File: src/rtl/disaster_pkg.sv
// Shared definitions for the disaster alarm sequencer.
//   state_t      : FSM state encodings (also the value driven on the state port)
//   HZ_*         : bit positions of each hazard in the 4-bit hazard vectors
//   CODE_*       : priority codes reported on top_code
//   top_code_of  : highest-priority hazard in a 4-bit hazard vector
package disaster_pkg;

  typedef enum logic [2:0] {
    ST_SAFE     = 3'd0,
    ST_WATCH    = 3'd1,
    ST_ALARM    = 3'd2,
    ST_ACKED    = 3'd3,
    ST_RECOVERY = 3'd4
  } state_t;

  localparam int HZ_FLOOD   = 0;
  localparam int HZ_CYCLONE = 1;
  localparam int HZ_QUAKE   = 2;
  localparam int HZ_TSUNAMI = 3;

  localparam logic [1:0] CODE_FLOOD   = 2'd0;
  localparam logic [1:0] CODE_CYCLONE = 2'd1;
  localparam logic [1:0] CODE_QUAKE   = 2'd2;
  localparam logic [1:0] CODE_TSUNAMI = 2'd3;

  // Priority: tsunami > earthquake > cyclone > flood. An empty vector
  // reports the flood code; top_valid qualifies it.
  function automatic logic [1:0] top_code_of(input logic [3:0] hz);
    if (hz[HZ_TSUNAMI])      return CODE_TSUNAMI;
    else if (hz[HZ_QUAKE])   return CODE_QUAKE;
    else if (hz[HZ_CYCLONE]) return CODE_CYCLONE;
    else                     return CODE_FLOOD;
  endfunction

endpackage

File: src/rtl/hazard_debouncer.sv
// Single-bit tick-based debouncer.
//   clk, rst  : clock, synchronous active-high reset
//   tick      : sample strobe; state only advances when high
//   raw       : raw hazard flag
//   confirmed : debounced flag (registered)
// A run of CONFIRM_TICKS differing samples with raw=1 sets confirmed, a run
// of CLEAR_TICKS differing samples with raw=0 clears it. Any sample that
// agrees with confirmed restarts the run.
module hazard_debouncer #(
  parameter int CONFIRM_TICKS = 3,
  parameter int CLEAR_TICKS   = 4
) (
  input  logic clk,
  input  logic rst,
  input  logic tick,
  input  logic raw,
  output logic confirmed
);

  logic [3:0] cnt_q, cnt_d;
  logic [3:0] cnt_inc;
  logic [3:0] thr;
  logic       conf_q, conf_d;

  always_comb begin
    cnt_d   = cnt_q;
    conf_d  = conf_q;
    cnt_inc = cnt_q + 4'd1;
    thr     = raw ? 4'(CONFIRM_TICKS) : 4'(CLEAR_TICKS);
    if (tick) begin
      if (raw == conf_q) begin
        cnt_d = 4'd0;
      end else if (cnt_inc == thr) begin
        conf_d = ~conf_q;
        cnt_d  = 4'd0;
      end else begin
        cnt_d = cnt_inc;
      end
    end
  end

  always_ff @(posedge clk) begin
    if (rst) begin
      cnt_q  <= 4'd0;
      conf_q <= 1'b0;
    end else begin
      cnt_q  <= cnt_d;
      conf_q <= conf_d;
    end
  end

  assign confirmed = conf_q;

endmodule

File: src/rtl/disaster_alarm_sequencer.sv
// Debounces four raw hazard flags and sequences the operator alarm.
//   clk, rst    : clock, synchronous active-high reset
//   sample_tick : sample strobe for debounce, hold and blink counters
//   hazard_raw  : raw flags [0]flood [1]cyclone [2]earthquake [3]tsunami
//   ack         : operator acknowledge (level, only honoured in ALARM)
//   confirmed   : debounced hazards
//   state       : FSM state (SAFE/WATCH/ALARM/ACKED/RECOVERY = 0..4)
//   siren       : high in ALARM
//   danger_led  : blinks in ALARM, steady in ACKED
//   safe_led    : high in SAFE
//   top_code    : highest-priority confirmed hazard
//   top_valid   : any hazard confirmed
//   event_count : saturating count of new-confirmation events
module disaster_alarm_sequencer
  import disaster_pkg::*;
#(
  parameter int CONFIRM_TICKS = 3,
  parameter int CLEAR_TICKS   = 4,
  parameter int HOLD_TICKS    = 8,
  parameter int BLINK_TICKS   = 2
) (
  input  logic       clk,
  input  logic       rst,
  input  logic       sample_tick,
  input  logic [3:0] hazard_raw,
  input  logic       ack,
  output logic [3:0] confirmed,
  output logic [2:0] state,
  output logic       siren,
  output logic       danger_led,
  output logic       safe_led,
  output logic [1:0] top_code,
  output logic       top_valid,
  output logic [7:0] event_count
);

  logic [3:0] conf;

  for (genvar i = 0; i < 4; i++) begin : g_deb
    hazard_debouncer #(
      .CONFIRM_TICKS(CONFIRM_TICKS),
      .CLEAR_TICKS  (CLEAR_TICKS)
    ) u_deb (
      .clk      (clk),
      .rst      (rst),
      .tick     (sample_tick),
      .raw      (hazard_raw[i]),
      .confirmed(conf[i])
    );
  end

  state_t     state_q, state_d;
  logic [3:0] conf_prev_q;
  logic       raw_seen_q, raw_seen_d;
  logic [7:0] hold_q, hold_d, hold_inc;
  logic [7:0] blink_q, blink_d, blink_inc;
  logic       phase_q, phase_d;
  logic [7:0] evt_q, evt_d;
  logic       siren_q, siren_d;
  logic       danger_q, danger_d;
  logic       safe_q, safe_d;
  logic       new_event;
  logic       any_conf;

  assign any_conf  = |conf;
  // Counted once per cycle no matter how many bits rise together.
  assign new_event = |(conf & ~conf_prev_q);
  assign hold_inc  = hold_q + 8'd1;
  assign blink_inc = blink_q + 8'd1;

  always_comb begin
    state_d    = state_q;
    raw_seen_d = sample_tick ? |hazard_raw : raw_seen_q;
    hold_d     = hold_q;
    blink_d    = blink_q;
    phase_d    = phase_q;
    evt_d      = (new_event && evt_q != 8'hFF) ? evt_q + 8'd1 : evt_q;

    case (state_q)
      ST_SAFE:  if (raw_seen_q) state_d = ST_WATCH;
      ST_WATCH: begin
        if (any_conf)         state_d = ST_ALARM;
        else if (!raw_seen_q) state_d = ST_SAFE;
      end
      ST_ALARM: begin
        // Losing every hazard wins over a simultaneous acknowledge.
        if (!any_conf) state_d = ST_RECOVERY;
        else if (ack)  state_d = ST_ACKED;
        if (sample_tick) begin
          if (blink_inc == 8'(BLINK_TICKS)) begin
            phase_d = ~phase_q;
            blink_d = 8'd0;
          end else begin
            blink_d = blink_inc;
          end
        end
      end
      ST_ACKED: begin
        if (new_event)      state_d = ST_ALARM;
        else if (!any_conf) state_d = ST_RECOVERY;
      end
      ST_RECOVERY: begin
        if (any_conf) begin
          state_d = ST_ALARM;
        end else if (sample_tick) begin
          if (hold_inc == 8'(HOLD_TICKS)) state_d = ST_SAFE;
          hold_d = hold_inc;
        end
      end
      default: state_d = ST_SAFE;
    endcase

    if (state_d == ST_RECOVERY && state_q != ST_RECOVERY) hold_d = 8'd0;
    if (state_d == ST_ALARM && state_q != ST_ALARM) begin
      phase_d = 1'b1;
      blink_d = 8'd0;
    end

    // Outputs follow the next state so they are registered alongside it.
    siren_d  = (state_d == ST_ALARM);
    safe_d   = (state_d == ST_SAFE);
    danger_d = (state_d == ST_ALARM) ? phase_d : (state_d == ST_ACKED);
  end

  always_ff @(posedge clk) begin
    if (rst) begin
      state_q     <= ST_SAFE;
      conf_prev_q <= 4'd0;
      raw_seen_q  <= 1'b0;
      hold_q      <= 8'd0;
      blink_q     <= 8'd0;
      phase_q     <= 1'b1;
      evt_q       <= 8'd0;
      siren_q     <= 1'b0;
      danger_q    <= 1'b0;
      safe_q      <= 1'b1;
    end else begin
      state_q     <= state_d;
      conf_prev_q <= conf;
      raw_seen_q  <= raw_seen_d;
      hold_q      <= hold_d;
      blink_q     <= blink_d;
      phase_q     <= phase_d;
      evt_q       <= evt_d;
      siren_q     <= siren_d;
      danger_q    <= danger_d;
      safe_q      <= safe_d;
    end
  end

  assign confirmed   = conf;
  assign state       = state_q;
  assign siren       = siren_q;
  assign danger_led  = danger_q;
  assign safe_led    = safe_q;
  // Decoded straight from the confirmed flops so it is aligned with confirmed.
  assign top_code    = top_code_of(conf);
  assign top_valid   = any_conf;
  assign event_count = evt_q;

endmodule

File: config.mk
export PLATFORM = sky130hd
export DESIGN_NAME = disaster_alarm_sequencer
export DESIGN_NICKNAME = d
export VERILOG_FILES = /design/src/rtl/disaster_pkg.sv /design/src/rtl/hazard_debouncer.sv /design/src/rtl/disaster_alarm_sequencer.sv
export SDC_FILE = /design/constraint.sdc
export NUM_CORES = 1
export LEC_CHECK = 0
export CORE_ASPECT_RATIO = 2
export CORE_UTILIZATION = 51
export DETAILED_ROUTE_END_ITERATION = 12
export GPL_TIMING_DRIVEN = 1
export HOLD_SLACK_MARGIN = 0.06
export PLACE_DENSITY = 0.75
export SLEW_MARGIN = 0
export SYNTH_ARGS = -nofsm -noshare
export SYNTH_HDL_FRONTEND = slang
export SYNTH_HIERARCHICAL = 1
export SYNTH_SLANG_ARGS = --single-unit
File: constraint.sdc
create_clock -name clk -period 2.01 [get_ports clk]
set_input_delay 0.402 -clock clk [delete_from_list [all_inputs] [get_ports clk]]
set_output_delay 0.402 -clock clk [all_outputs]
set_load 0.005 [all_outputs]
After elaboration in Yosys (flattened, before gate mapping):

Index checks and enable logic that the tools add are counted.

* bits in registers: 56
* input bits: 8
* logic and storage cells: 105

* $add $sub $neg: 7
* equal/unequal tests: 20
* multiplexer cells: 32
* bitwise gates (word level): 12
* reductions and logical operators: 16

Operators by type and width (count)
* $mux W3: 14
* $mux W4: 8
* $add A8 B1 Y8 const B: 3
* $add A4 B1 Y4 const B: 4
* $eq A4 B4 Y1: 4
* $pmux W3 S5: 1
* $reduce_and A3 Y1: 5
* $eq A3 B2 Y1 const B: 4
* $reduce_or A4 Y1: 3
* $not A1 Y1: 10
* $eq A8 B2 Y1 const B: 1
* $eq A8 B4 Y1 const B: 1
* $mux W8: 1
* $ne A8 B8 Y1 const B: 1
* $eq A3 B3 Y1 const B: 2
* $logic_not A3 Y1: 2
* $mux W1: 6
* $and A4 B4 Y4: 1
* $eq A1 B1 Y1: 4
* $mux W2: 2
* $not A4 Y4: 1
* $reduce_or A2 Y1: 2
* $eq A3 B1 Y1 const B: 1
* $logic_and A1 B1 Y1: 3
* other kinds (3): 3

Depth between registers and ports, before layout:

Gate-level depths: netlist (run 1).

* depth after elaboration: 10
* mapped depth: 8
* mapped depth without buffers: 7

Hierarchy:

Netlist (run 1), hierarchy kept.

Modules (own cells, without submodules)
* disaster_alarm_sequencer: instances 1, cells an instance 222, area each 1866.8 µm², sequential area each 720.7 µm²
* hazard_debouncer: instances 4, cells an instance 34, area each 287.8 µm², sequential area each 100.1 µm²

Worst setup path before layout (run 1):

OpenSTA, ideal clock, no wires.

* path kind: register -> register
* start point: reg blink_q[1]
* end point: reg phase_q
* arrival: 1.998 ns
* required time: 1.876 ns
* setup slack: -0.122 ns
* stages on the path, launching flop included: 9
* clock period less this slack: 2.132 ns
* path through: dfxtp_1 > clkbuf_2 > inv_1 > ha_1 > or4b_1 > a31oi_2 > o221ai_2 > o21a_1 > or4_1

* longest elaborated chain between the ends: 6

RTL lines
* start, declared: line disaster_alarm_sequencer.sv:56 `logic [7:0] blink_q, blink_d, blink_inc;`
* start signal, assigned: line disaster_alarm_sequencer.sv:142 `blink_q <= blink_d;`
* $add A8 B1 Y8: line disaster_alarm_sequencer.sv:69 `assign blink_inc = blink_q + 8'd1;`
* $eq A8 B2 Y1: line disaster_alarm_sequencer.sv:90 `if (blink_inc == 8'(BLINK_TICKS)) begin`
* $mux W1: line disaster_alarm_sequencer.sv:90
* $mux W1: line disaster_alarm_sequencer.sv:89 `if (sample_tick) begin`
* $mux W1: line disaster_alarm_sequencer.sv:79 `case (state_q)`
* $mux W1: line disaster_alarm_sequencer.sv:114 `if (state_d == ST_ALARM && state_q != ST_ALARM) begin`
* end signal, assigned: line disaster_alarm_sequencer.sv:143 `phase_q <= phase_d;`
* end, declared: line disaster_alarm_sequencer.sv:57 `logic phase_q, phase_d;`

Every way passes these cells.
A chain may end at the register's enable or synchronous reset.

Worst setup path after layout (run 1):

Ends and elaborated chain as after synthesis.

==> summary.md, run 1 <==
| Metric | Value |
|---|---|
| CP Class | reg -> reg |
| Die width | 56.40 um |
| Global-route congestion overflow total | 0 |
| Vert. Die Dim | 110.8 um |
| Crit path launch type | register |
| Total of endpoints with negative setup slack in the final report | 0 |
| Clock latency on the worst-skew pair | 0.29 ns |
| Power density over the cells | ~600 nW/um^2 |
| Largest net degree at the start of global routing | 21 |
| Area Overhead vs Synth | 25.21% |
| Post-route minimum period | 1.936 ns |
| Number of storage elements in the synthesis netlist | 56 |
| Placed insts | 466 |
| Share of final-layout standard cells stronger than drive strength 1 | between 10% and 20% |
| Worst setup EP type | register |
| Clock tree from TritonCTS | yes |
| Required @ worst endpoint | 2.18 ns |
| CTS root buf | sky130_fd_sc_hd__clkbuf_16 |
| Share of async-settable or async-resettable flops after synthesis | 0% |
| Sequential-to-total area share from yosys stat | 37.15% |
| Global-route wire length before repair | between 10000 and 15000 um |
| Starting density of the core | 52.86% |
| Slew margin rel. | 70.84% |
| Number of global-route vias before repair | ~2800 |
| Flip-flop cell with the highest count after synthesis | sky130_fd_sc_hd__dfxtp_1 |
| Drt wl/cell | 14.23 um |
| Pin slew with the least headroom to its limit | 0.4343 ns |
| Post-synthesis instance area | 3018 um^2 |
| Number of sinks driven by the clock tree | 56 |
| Sum of internal, switching and leakage power | 2.218 mW |
| Count of port buffers added during placement | 28 |
| Placeable Area | 5709 um^2 |
| Total Wirelength | roughly 6800 um |
| Total iterations of the first detailed-routing run | 4 |
| Antenna cell count | 0 |
| Count of cell types in the netlist | 54 |
| CP arrival | 2.11 ns |
| # rows | 39 |
| Leakage power figure | 1.431 nW |
| Achievable frequency | 516.5 MHz |
| Result of the run | completed |
| Number of clock buffers inserted by TritonCTS | 5 |
| Number of top-level design ports | 29 |
| Max-cap viol count | 0 |
| Final-report hold violation count | 0 |
| Max rail drop VDD | 924.4 uV |
| Skew final | 0.003228 ns |
| Final core area utilization | 66.18% |
| Kind of path behind the tightest hold check | reg -> reg |
| Number of warnings issued by yosys | 6 |
| Filler Cell Count | 492 |
| Placer Congestion | about 0.86 |
| Number of H-tree levels | 2 |
| Area of the die | approximately 6200 um^2 |
| Hold buffer count at cts | 0 |
| Remaining routing DRC violations | 0 |
| Clock-pin slew of the registers on the worst-case setup and hold paths | 0.07 ns |
| Detail Route Antenna Nets | 0 |
| Final #Nets | approximately 430 |
| Detailed-route via count | 2743 |
| Total area of sequential cells | 1126 um^2 |
| Synthesized area divided by synthesized cell count | between 8 and 9 um^2 |
| Synthesized instance count | 358 |
| Largest fanout on the critical path | 2 |
| Violation count after the first detailed-route iteration | 87 |
| Multi-input combinational cell area | approximately 1800 um^2 |
| Number of synthesized flops with an enable pin | 0 |
| Syn_nets | 374 |
| Final worst-path setup slack | 0.07370 ns |
| Average via count per standard cell | 5.751 |
| Max Transition Viols Final | 0 |
| Post-route non-filler standard cell count | between 400 and 500 |
| Setup repair after global routing missed its margin | yes |
| Worst hold-check slack | 0.4701 ns |
| Buffer levels on the longest clock path | 2 |
| Initial antenna violation count | 0 |
| Crit share post-route | 96.33% |
| HPWL after detailed placement | 4995 um |
| GR Util All Layers | about a quarter |
| Post-placement setup slack | -0.07533 ns |
report_power, final:
group / internal [mW] / switching (mW)
Clock: 0.498 / 0.379
Sequential: 1.13 / 0.0187
Combinational: 0.0992 / 0.0973
Total: 1.72 / 0.495
cell usage in the layout, fill, tap and decap left out, types with 3 or more instances in the layout:
cell                              instances
sky130_fd_sc_hd__clkbuf_16                5
sky130_fd_sc_hd__xnor2_1                 18
sky130_fd_sc_hd__nor4_1                   5
sky130_fd_sc_hd__nand4_1                  5
sky130_fd_sc_hd__dfxtp_2                  4
sky130_fd_sc_hd__nand3_1                 23
sky130_fd_sc_hd__nor3_1                  14
sky130_fd_sc_hd__nor2_1                  32
sky130_fd_sc_hd__buf_4                   29
sky130_fd_sc_hd__nand2b_1                 7
sky130_fd_sc_hd__clkdlybuf4s50_1         27
sky130_fd_sc_hd__nand2_1                 35
sky130_fd_sc_hd__inv_1                   18
sky130_fd_sc_hd__o21a_1                   4
sky130_fd_sc_hd__o21ai_0                 11
sky130_fd_sc_hd__or4b_1                   4
sky130_fd_sc_hd__nand3b_1                 3
sky130_fd_sc_hd__a21oi_1                 13
sky130_fd_sc_hd__dfxtp_1                 52
sky130_fd_sc_hd__mux2i_1                  4
sky130_fd_sc_hd__nor3b_1                  7
sky130_fd_sc_hd__ha_1                     6
sky130_fd_sc_hd__nor2b_1                  5
sky130_fd_sc_hd__a211oi_1                 4
sky130_fd_sc_hd__o31ai_1                  4
sky130_fd_sc_hd__xor2_1                  13
sky130_fd_sc_hd__o2111ai_1                9
sky130_fd_sc_hd__and3b_1                  9
sky130_fd_sc_hd__o211ai_1                 4
cell type report:
class / count / area share, %
clock buffer: 8 / 3.874
inverter: 19 / 1.887
multi-input combinational: 274 / 48.11
sequential: 56 / 29.80
tap: 61 / 2.020
timing repair buffer: 59 / 14.30
cells by family after synthesis:
group                      count (synthesis)  synth area share, %
adders and majority gates                  8                3.317
AOI/OAI and AO/OA                         68                16.25
DFF                                       56                37.15
and+or+nand+nor                          163                29.06
xor gates and xnor gates                  31                8.997
buffers and inverters                     28                3.897
muxes                                      4                1.327
layer usage:
metal	vias to the layer above	GRT usage, %	part of all wire, %
met2	38	43.73	54
met1	1295	24.61	41
met3	12	4.551	2.4
met5	-	0	0
li1	1398	-	-
met4	0	9.593	1.9
worst max-delay path, cell delays in order (launching register included):
cell                       delay (ns)
sky130_fd_sc_hd__dfxtp_2         0.32
sky130_fd_sc_hd__inv_2           0.05
sky130_fd_sc_hd__ha_4            0.12
sky130_fd_sc_hd__or4b_4          0.46
sky130_fd_sc_hd__a31oi_4         0.18
sky130_fd_sc_hd__o221ai_2        0.12
sky130_fd_sc_hd__o21a_1          0.17
sky130_fd_sc_hd__or4_1           0.38
registers in the layout, indices dropped and copies added, names as in the netlist, 3 cells and up:
register	cells
event_count	8
hold_q	8
state	3
g_deb.u_deb/confirmed	4
g_deb.u_deb/cnt_q	16
blink_q	8
conf_prev_q	4
timing repair:
| item | CTS | global route |
|---|---|---|
| setup endpoints to repair | 2 | 2 |
| hold endpoints to repair | 0 | 0 |
| pin swaps | 4 | 4 |
| resized for setup | 9 | 4 |
| setup buffers | 2 | 1 |
per-stage QoR:
stage                TNS [ns]  area [um^2]
floorplan             -0.1218         3018
global route        -0.008658         3779
detailed placement   -0.07533         3563
CTS                         0         3755
global placement            0         3563
finish                      0         3779
synth_stat cells (3+ instances only):
| library cell | instances | area, um^2 |
|---|---|---|
| sky130_fd_sc_hd__a211oi_1 | 4 | 30.03 |
| sky130_fd_sc_hd__a21oi_1 | 13 | 65.06 |
| sky130_fd_sc_hd__and3b_1 | 9 | 78.83 |
| sky130_fd_sc_hd__clkbuf_1 | 4 | 15.01 |
| sky130_fd_sc_hd__clkbuf_2 | 3 | 15.01 |
| sky130_fd_sc_hd__dfxtp_1 | 56 | 1121 |
| sky130_fd_sc_hd__ha_1 | 8 | 100.1 |
| sky130_fd_sc_hd__inv_1 | 19 | 71.32 |
| sky130_fd_sc_hd__mux2i_1 | 4 | 40.04 |
| sky130_fd_sc_hd__nand2_1 | 35 | 131.4 |
| sky130_fd_sc_hd__nand2b_1 | 7 | 43.79 |
| sky130_fd_sc_hd__nand3_1 | 23 | 115.1 |
| sky130_fd_sc_hd__nand3b_1 | 3 | 22.52 |
| sky130_fd_sc_hd__nand4_1 | 5 | 31.28 |
| sky130_fd_sc_hd__nor2_1 | 32 | 120.1 |
| sky130_fd_sc_hd__nor2b_1 | 5 | 31.28 |
| sky130_fd_sc_hd__nor3_1 | 14 | 70.07 |
| sky130_fd_sc_hd__nor3b_1 | 7 | 52.55 |
| sky130_fd_sc_hd__nor4_1 | 5 | 31.28 |
| sky130_fd_sc_hd__o2111ai_1 | 9 | 78.83 |
| sky130_fd_sc_hd__o211ai_1 | 4 | 30.03 |
| sky130_fd_sc_hd__o21a_1 | 4 | 30.03 |
| sky130_fd_sc_hd__o21ai_0 | 11 | 55.05 |
| sky130_fd_sc_hd__o31ai_1 | 4 | 30.03 |
| sky130_fd_sc_hd__or4b_1 | 5 | 50.05 |
| sky130_fd_sc_hd__xnor2_1 | 18 | 157.7 |
| sky130_fd_sc_hd__xor2_1 | 13 | 113.9 |
path summary, 6_finish.rpt:
check / endpoint / slack (ns) / startpoint / cells past startpoint
setup / recovery: phase_q$_SDFF_PP1_ / 0.07 / blink_q[1]$_SDFFE_PP0P_ / 7
setup reg to reg: phase_q$_SDFF_PP1_ / 0.07 / blink_q[1]$_SDFFE_PP0P_ / 7
hold reg to reg: g_deb[1].u_deb/cnt_q[1]$_SDFFE_PP0P_ / 0.47 / g_deb[1].u_deb/cnt_q[1]$_SDFFE_PP0P_ / 2
hold / removal: g_deb[1].u_deb/cnt_q[1]$_SDFFE_PP0P_ / 0.47 / g_deb[1].u_deb/cnt_q[1]$_SDFFE_PP0P_ / 2
Note: power is estimated with default switching activity, not from simulation.
==> run 2, diff against run 1 <==
--- a/config.mk
+++ b/config.mk
@@ -10,7 +10,7 @@
 export DETAILED_ROUTE_END_ITERATION = 12
 export GPL_TIMING_DRIVEN = 1
 export HOLD_SLACK_MARGIN = 0.06
-export PLACE_DENSITY = 0.75
+export PLACE_DENSITY_LB_ADDON = 0.08
 export SLEW_MARGIN = 0
 export SYNTH_ARGS = -nofsm -noshare
 export SYNTH_HDL_FRONTEND = slang
==> constraint.sdc (replaced) <==
create_clock -name clk -period 2.01 [get_ports clk]
set_input_delay 0.402 -clock clk [delete_from_list [all_inputs] [get_ports clk]]
set_output_delay 0.402 -clock clk [all_outputs]
set_load 0.1 [all_outputs]
==> summary.md, run 2 (synthesis gave the netlist of run 1 again) <==
| Metric | Value |
|---|---|
| Result of the run | completed |
| Cells along the critical path | buf_4 > ha_2 > nor3_1 > a41o_1 > o221ai_2 > buf_4 > nor3_1 > or4_1 |
| Leakage power figure | 1.462 nW (+2.1%) |
| Max Used Layer | met4 |
| Antenna cell count | 0 (unchanged) |
| Most used cells in the layout excluding fill and tap cells | sky130_fd_sc_hd__dfxtp_1 (46), sky130_fd_sc_hd__buf_4 (45), sky130_fd_sc_hd__nand2_1 (35) |
| Starting density of the core | 52.86% (unchanged) |
| Largest delay contributor family on the critical path | simple AND/OR/NAND/NOR gates |
| Routed wl met3 | 225 um (+36%) |
| Power density over the cells | 601.4 nW/um^2 (+2.4%) |
| Average via count per standard cell | 5.842 (+1.6%) |
| Number of sinks driven by the clock tree | 56 (unchanged) |
| Global-route wire length before repair | 11650 um (-2.5%) |
| Flip-flop count of the largest register, all copies and words added | 16 (unchanged) |
| Number of H-tree levels | 2 (unchanged) |
| Slew margin rel. | 69.18% (-1.7 points) |
| Standard cell with the maximum stage delay on the critical path | sky130_fd_sc_hd__or4_1 |
| Initial antenna violation count | 0 (unchanged) |
| Number of top-level design ports | 29 (unchanged) |
| Post-route non-filler standard cell count | 476 (-0.21%) |
| Max incr delay on CP | 0.45 ns (about the same) |
| Global-route congestion overflow total | 0 (unchanged) |
| Detailed-route via count | 2781 (+1.4%) |
| Share of final-layout standard cells stronger than drive strength 1 | 20.48% (+6.8 points) |
| Total of endpoints with negative setup slack in the final report | 0 (unchanged) |
| Kind of path behind the tightest hold check | reg -> reg |
| CP arrival | 2.17 ns (+0.06 ns) |
| # rows | 39 (unchanged) |
| Placer Congestion | 0.8348 (-3.1%) |
| Area of the die | 6248 um^2 (unchanged) |
| Max Transition Viols Final | 0 (unchanged) |
| CTS root buf | sky130_fd_sc_hd__clkbuf_16 |
| Vert. Die Dim | 110.8 um (unchanged) |
| Setup repair after global routing missed its margin | yes |
| Clock latency on the worst-skew pair | 0.30 ns (about the same) |
| Worst setup EP type | register |
| Buffers plus inverters on the worst setup path | 2 (+1) |
| Clock tree from TritonCTS | yes |
| Area Overhead vs Synth | 25.29% (about the same) |
| Final #Nets | 430 (-0.23%) |
| Number of global-route vias before repair | 2738 (-2.1%) |
| Total Wirelength | 6926 um (+2.0%) |
| Placeable Area | 5709 um^2 (unchanged) |
| Pin slew with the least headroom to its limit | 0.4623 ns (+0.02805 ns) |
| Clock-pin slew of the registers on the worst-case setup and hold paths | 0.07 ns (about the same) |
| Largest net degree at the start of global routing | 29 (+38%) |
| Buffer levels on the longest clock path | 2 (unchanged) |
| Drt wl/cell | 14.55 um (+2.2%) |
| Filler Cell Count | 485 (-1.4%) |
| HPWL after detailed placement | 4895 um (-2.0%) |
| Post-route minimum period | 1.992 ns (+0.05534 ns) |
| Sum of internal, switching and leakage power | 2.274 mW (+2.5%) |
| Largest fanout on the critical path | 9 (+7) |
| Biggest register | g_deb.u_deb/cnt_q |
| Count of port buffers added during placement | 28 (unchanged) |
| Die width | 56.40 um (unchanged) |
| Achievable frequency | 502.1 MHz (-2.8%) |
| Total iterations of the first detailed-routing run | 4 (unchanged) |
| CP Class | reg -> reg |
| Required @ worst endpoint | 2.19 ns (about the same) |
| Most common cell after layout, fill and taps aside | sky130_fd_sc_hd__dfxtp_1 |
| Final-report hold violation count | 0 (unchanged) |
| Violation count after the first detailed-route iteration | 141 (+62%) |
| Placed insts | 464 (-0.43%) |
| Max rail drop VDD | 788.6 uV (-15%) |
| Skew final | 0.005694 ns (+0.002466 ns) |
| Max-cap viol count | 0 (unchanged) |
| Sum Neg Setup Slack | 0 ns (unchanged) |
| GR Util All Layers | 23.26% (-0.14 points) |
| Post-Route M1 WL | 2739 um (-2.0%) |
| Crit path launch type | register |
| Detail Route Antenna Nets | 0 (unchanged) |
| Amount of wire on met2 after detailed routing | 3761 um (+1.8%) |
| Number of clock buffers inserted by TritonCTS | 5 (unchanged) |
| Remaining routing DRC violations | 0 (unchanged) |
| Worst hold-check slack | 0.4688 ns (-0.001387 ns) |
| Crit share post-route | 99.09% (+2.8 points) |
[run 2: cell types whose count changed in the layout (fill, tap and decap cells not counted), moves of 3 or more]
| cell | before | now |
|---|---|---|
| sky130_fd_sc_hd__clkdlybuf4s50_1 | 27 | 7 |
| sky130_fd_sc_hd__dfxtp_1 | 52 | 46 |
| sky130_fd_sc_hd__dfxtp_2 | 4 | 7 |
| sky130_fd_sc_hd__buf_4 | 29 | 45 |
| sky130_fd_sc_hd__buf_12 | 2 | 6 |
| sky130_fd_sc_hd__dfxtp_4 | 0 | 3 |
[run 2: where the power goes]
group          total (mW)  internal [mW]  switching [mW]
logic               0.276          0.105           0.171
registers            1.14           1.12          0.0187
clock network       0.855          0.462           0.393
[run 2: worst register-to-register path: stages (launching register included)]
cell and delay [ns]:
sky130_fd_sc_hd__dfxtp_2 0.36, sky130_fd_sc_hd__buf_4 0.17, sky130_fd_sc_hd__ha_2 0.29, sky130_fd_sc_hd__nor3_1 0.09, sky130_fd_sc_hd__a41o_1 0.25, sky130_fd_sc_hd__o221ai_2 0.08, sky130_fd_sc_hd__buf_4 0.15, sky130_fd_sc_hd__nor3_1 0.03
sky130_fd_sc_hd__or4_1 0.45
[run 2: final timing paths]
path	start	end	slack, ns	depth (start not counted)
min reg2reg	g_deb[3].u_deb/cnt_q[1]$_SDFFE_PP0P_	g_deb[3].u_deb/cnt_q[1]$_SDFFE_PP0P_	0.47	2
min	g_deb[3].u_deb/cnt_q[1]$_SDFFE_PP0P_	g_deb[3].u_deb/cnt_q[1]$_SDFFE_PP0P_	0.47	2
max reg2reg	blink_q[0]$_SDFFE_PP0P_	phase_q$_SDFF_PP1_	0.02	8
max	blink_q[0]$_SDFFE_PP0P_	phase_q$_SDFF_PP1_	0.02	8
[run 2: per-layer routing]
layer  track usage, %  up-vias
met2            43.81       55
li1                 -     1396
met5                0        -
met1            23.22     1315
met4            11.71        0
met3            4.434       15
[run 2: metrics by stage]
| step | setup WS, ns | area, um^2 | utilization [%] |
|---|---|---|---|
| final | 0.01836 | 3781 | 66.23 |
| after global routing | -0.04223 | 3781 | 66.23 |
| after CTS | 0.005574 | 3762 | 65.90 |
| after detailed placement | -0.04096 | 3582 | 62.74 |
| after global placement | 0.01990 | 3582 | 62.74 |
| after floorplan | -0.2068 | 3054 | - |
[run 2: what timing repair did]
item                       in CTS  in global routing
setup endpoints to repair       1                  1
pin swaps                       4                  3
hold buffers                    0                  0
gates resized for setup         7                  2
buffers inserted                2                  2
[run 2: layout make-up]
cell class / instances / area, um^2 / share of cell area [%]
clock buffers: 7 / 132.6 / 3.508
clock inverters: 1 / 5.005 / 0.1324
inverters: 19 / 75.07 / 1.985
multi-input cells: 274 / 1823 / 48.21
flip-flops and latches: 56 / 1141 / 30.18
well taps: 61 / 76.32 / 2.019
repair buffers: 58 / 528.0 / 13.96
==> run 3, diff against run 2 <==
--- a/config.mk
+++ b/config.mk
@@ -6,10 +6,11 @@
 export NUM_CORES = 1
 export LEC_CHECK = 0
 export CORE_ASPECT_RATIO = 2
-export CORE_UTILIZATION = 51
+export CORE_UTILIZATION = 57
 export DETAILED_ROUTE_END_ITERATION = 12
 export GPL_TIMING_DRIVEN = 1
 export HOLD_SLACK_MARGIN = 0.06
+export MAX_ROUTING_LAYER = met4
 export PLACE_DENSITY_LB_ADDON = 0.08
 export SLEW_MARGIN = 0
 export SYNTH_ARGS = -nofsm -noshare
==> constraint.sdc (replaced) <==
create_clock -name clk -period 2.11 [get_ports clk]
set_input_delay 0.422 -clock clk [delete_from_list [all_inputs] [get_ports clk]]
set_output_delay 0.422 -clock clk [all_outputs]
set_load 0.1 [all_outputs]
==> summary.md, run 3 (synthesis gave the netlist of run 1 again) <==
| Metric | Value |
|---|---|
| Clock-pin slew of the registers on the worst-case setup and hold paths | 0.10 ns (+0.03 ns) |
| Total iterations of the first detailed-routing run | 4 (unchanged) |
| Total Wirelength | 6554 um (-5.4%) |
| Capturing point of the worst reg2reg path | phase_q$_SDFF_PP1_ |
| Worst r2r path cells | 7 (-1) |
| Post-placement setup slack | 0.04550 ns (+0.08646 ns) |
| Number of top-level design ports | 29 (unchanged) |
| Skew final | 0.009073 ns (+0.003379 ns) |
| Placed insts | 457 (-1.5%) |
| Total of endpoints with negative setup slack in the final report | 0 (unchanged) |
| Biggest register | g_deb.u_deb/cnt_q |
| Number of global-route vias before repair | 2589 (-5.4%) |
| Required @ worst endpoint | 2.32 ns (+0.13 ns) |
| Violation count after the first detailed-route iteration | 52 (-63%) |
| Vert. Die Dim | 104.9 um (-5.3%) |
| Placeable Area | 5139 um^2 (-10%) |
| Area of the die | 5607 um^2 (-10%) |
| Crit share post-route | 96.61% (-2.5 points) |
| # rows | 37 (-5.1%) |
| Post-route minimum period | 2.039 ns (+0.04693 ns) |
| Pint | 1.520 mW (-10%) |
| Hold Crit Start | g_deb[1].u_deb/cnt_q[1]$_SDFFE_PP0P_ |
| Largest net degree at the start of global routing | 34 (+17%) |
| CP arrival | 2.25 ns (+0.08 ns) |
| Number of cells on the worst hold path | 2 (unchanged) |
| Final #Nets | 423 (-1.6%) |
| Clock power frac | 35.6% (-2.0 points) |
| Post-route non-filler standard cell count | 466 (-2.1%) |
| Max rail drop VDD | 790.7 uV (+0.27%) |
| Pin slew with the least headroom to its limit | 0.4502 ns (-0.01215 ns) |
| Worst reg2reg path startpoint | blink_q[1]$_SDFFE_PP0P_ |
| Worst setup EP type | register |
| Initial antenna violation count | 0 (unchanged) |
| Crit path launch type | register |
| Result of the run | completed |
| Placed cell area | 3521 um^2 (-1.7%) |
| Die width | 53.45 um (-5.2%) |
| Final core area utilization | 71.49% (+5.3 points) |
| Slew margin rel. | 69.99% (+0.81 points) |
| Max Transition Viols Final | 0 (unchanged) |
| Count of port buffers added during placement | 28 (unchanged) |
| Buffer levels on the longest clock path | 2 (unchanged) |
| Placer Congestion | 0.8403 (+0.66%) |
| Gate power share | 12.1% (about the same) |
| Achievable frequency | 490.5 MHz (-2.3%) |
| Sequential fraction of design power | 52.3% (+2.1 points) |
| Sum Neg Setup Slack | 0 ns (unchanged) |
| Number of sinks driven by the clock tree | 56 (unchanged) |
| HPWL after detailed placement | 4957 um (+1.3%) |
| Power density over the cells | 566.5 nW/um^2 (-5.8%) |
| Design area | 3674 um^2 (-2.8%) |
| Most common cell after layout, fill and taps aside | sky130_fd_sc_hd__dfxtp_1 |
| Hold buffer count at cts | 0 (unchanged) |
| Flip-flop count of the largest register, all copies and words added | 16 (unchanged) |
| Setup repair after global routing missed its margin | yes |
| Number of H-tree levels | 2 (unchanged) |
| Max-cap viol count | 0 (unchanged) |
| Global-route congestion overflow total | 0 (unchanged) |
| Clock tree from TritonCTS | yes |
| Fraction of power spent switching nets | 26.96% (+1.3 points) |
| Share of final-layout standard cells stronger than drive strength 1 | 19.12% (-1.4 points) |
| Antenna cell count | 0 (unchanged) |
| Worst hold-check slack | 0.4725 ns (+0.003763 ns) |
| Slack of the worst reg-to-reg path | 0.07 ns (+0.05 ns) |
| Remaining routing DRC violations | 0 (unchanged) |
| CTS root buf | sky130_fd_sc_hd__clkbuf_8 |
| Worst Hold Endpoint | g_deb[1].u_deb/cnt_q[1]$_SDFFE_PP0P_ |
| Most used cells in the layout excluding fill and tap cells | sky130_fd_sc_hd__dfxtp_1 (48), sky130_fd_sc_hd__buf_4 (40), sky130_fd_sc_hd__nand2_1 (35) |
| Average via count per standard cell | 5.792 (-0.87%) |
| GR Util All Layers | 26.77% (+3.5 points) |
| Sum of internal, switching and leakage power | 2.081 mW (-8.5%) |
| Drt wl/cell | 14.06 um (-3.3%) |
| CP Class | reg -> reg |
| Leakage power figure | 1.408 nW (-3.7%) |
| Detail Route Antenna Nets | 0 (unchanged) |
| Largest fanout on the critical path | 2 (-7) |
| Number of clock buffers inserted by TritonCTS | 5 (unchanged) |
| Starting density of the core | 58.73% (+5.9 points) |
| Kind of path behind the tightest hold check | reg -> reg |
| Clock latency on the worst-skew pair | 0.33 ns (+0.03 ns) |
| Net switching component of the power | 0.5610 mW (-3.8%) |
| Detailed-route via count | 2699 (-2.9%) |
| Area Overhead vs Synth | 21.72% |
| Final-report hold violation count | 0 (unchanged) |
| Final worst-path setup slack | 0.07143 ns (+0.05307 ns) |
| Global-route wire length before repair | 11110 um (-4.6%) |
run 3: layout make-up:
class	count	area, um^2
well taps	58	72.57
clock inverters	3	46.29
multi-input cells	274	1822
repair buffers	51	450.4
inverters	19	75.07
flip-flops and latches	56	1139
clock buffers	5	68.82
fillers	434	1465
run 3: timing repair:
item	in CTS	in global routing
endpoints found under the setup margin	0	1
gates resized for setup	0	8
buffers inserted	0	1
hold endpoints to repair	0	0
run 3: power groups by stage:
stage,combinational [mW],sequential (mW),clock (mW)
6_report,0.252,1.09,0.741
2_1_floorplan,0.113,1.15,0
4_1_cts,0.254,1.09,0.748
3_3_place_gp,0.250,1.11,0
3_5_place_dp,0.252,1.11,0
5_1_grt,0.272,1.09,0.785
run 3: per-layer routing:
| metal | up-vias | global-route usage [%] | wire (um) |
|---|---|---|---|
| met5 | - | - | 0 |
| met4 | 0 | 9.774 | 114 |
| met3 | 10 | 5.822 | 219 |
| met2 | 39 | 49.02 | 3588 |
| met1 | 1260 | 25.41 | 2632 |
| li1 | 1390 | - | - |
run 3: critical path, cell delays in order (launching register included):
cell and delay, ns:
sky130_fd_sc_hd__dfxtp_2 0.34, sky130_fd_sc_hd__inv_2 0.06, sky130_fd_sc_hd__ha_4 0.12, sky130_fd_sc_hd__or4b_4 0.46, sky130_fd_sc_hd__a31oi_4 0.17, sky130_fd_sc_hd__o221ai_2 0.13, sky130_fd_sc_hd__o21a_1 0.19, sky130_fd_sc_hd__or4_1 0.46
run 3: worst max path at each step:
stage	from	endpoint	slack, ns	depth (start not counted)
3_5_place_dp	blink_q[1]$_SDFFE_PP0P_	phase_q$_SDFF_PP1_	0.05	7
2_1_floorplan	g_deb[3].u_deb/confirmed$_SDFFE_PP0P_	state[0]$_SDFF_PP0_	-0.11	5
6_report	blink_q[1]$_SDFFE_PP0P_	phase_q$_SDFF_PP1_	0.07	7
3_3_place_gp	blink_q[1]$_SDFFE_PP0P_	phase_q$_SDFF_PP1_	0.10	7
4_1_cts	blink_q[1]$_SDFFE_PP0P_	phase_q$_SDFF_PP1_	0.03	7
5_1_grt	blink_q[1]$_SDFFE_PP0P_	phase_q$_SDFF_PP1_	-0.005	7
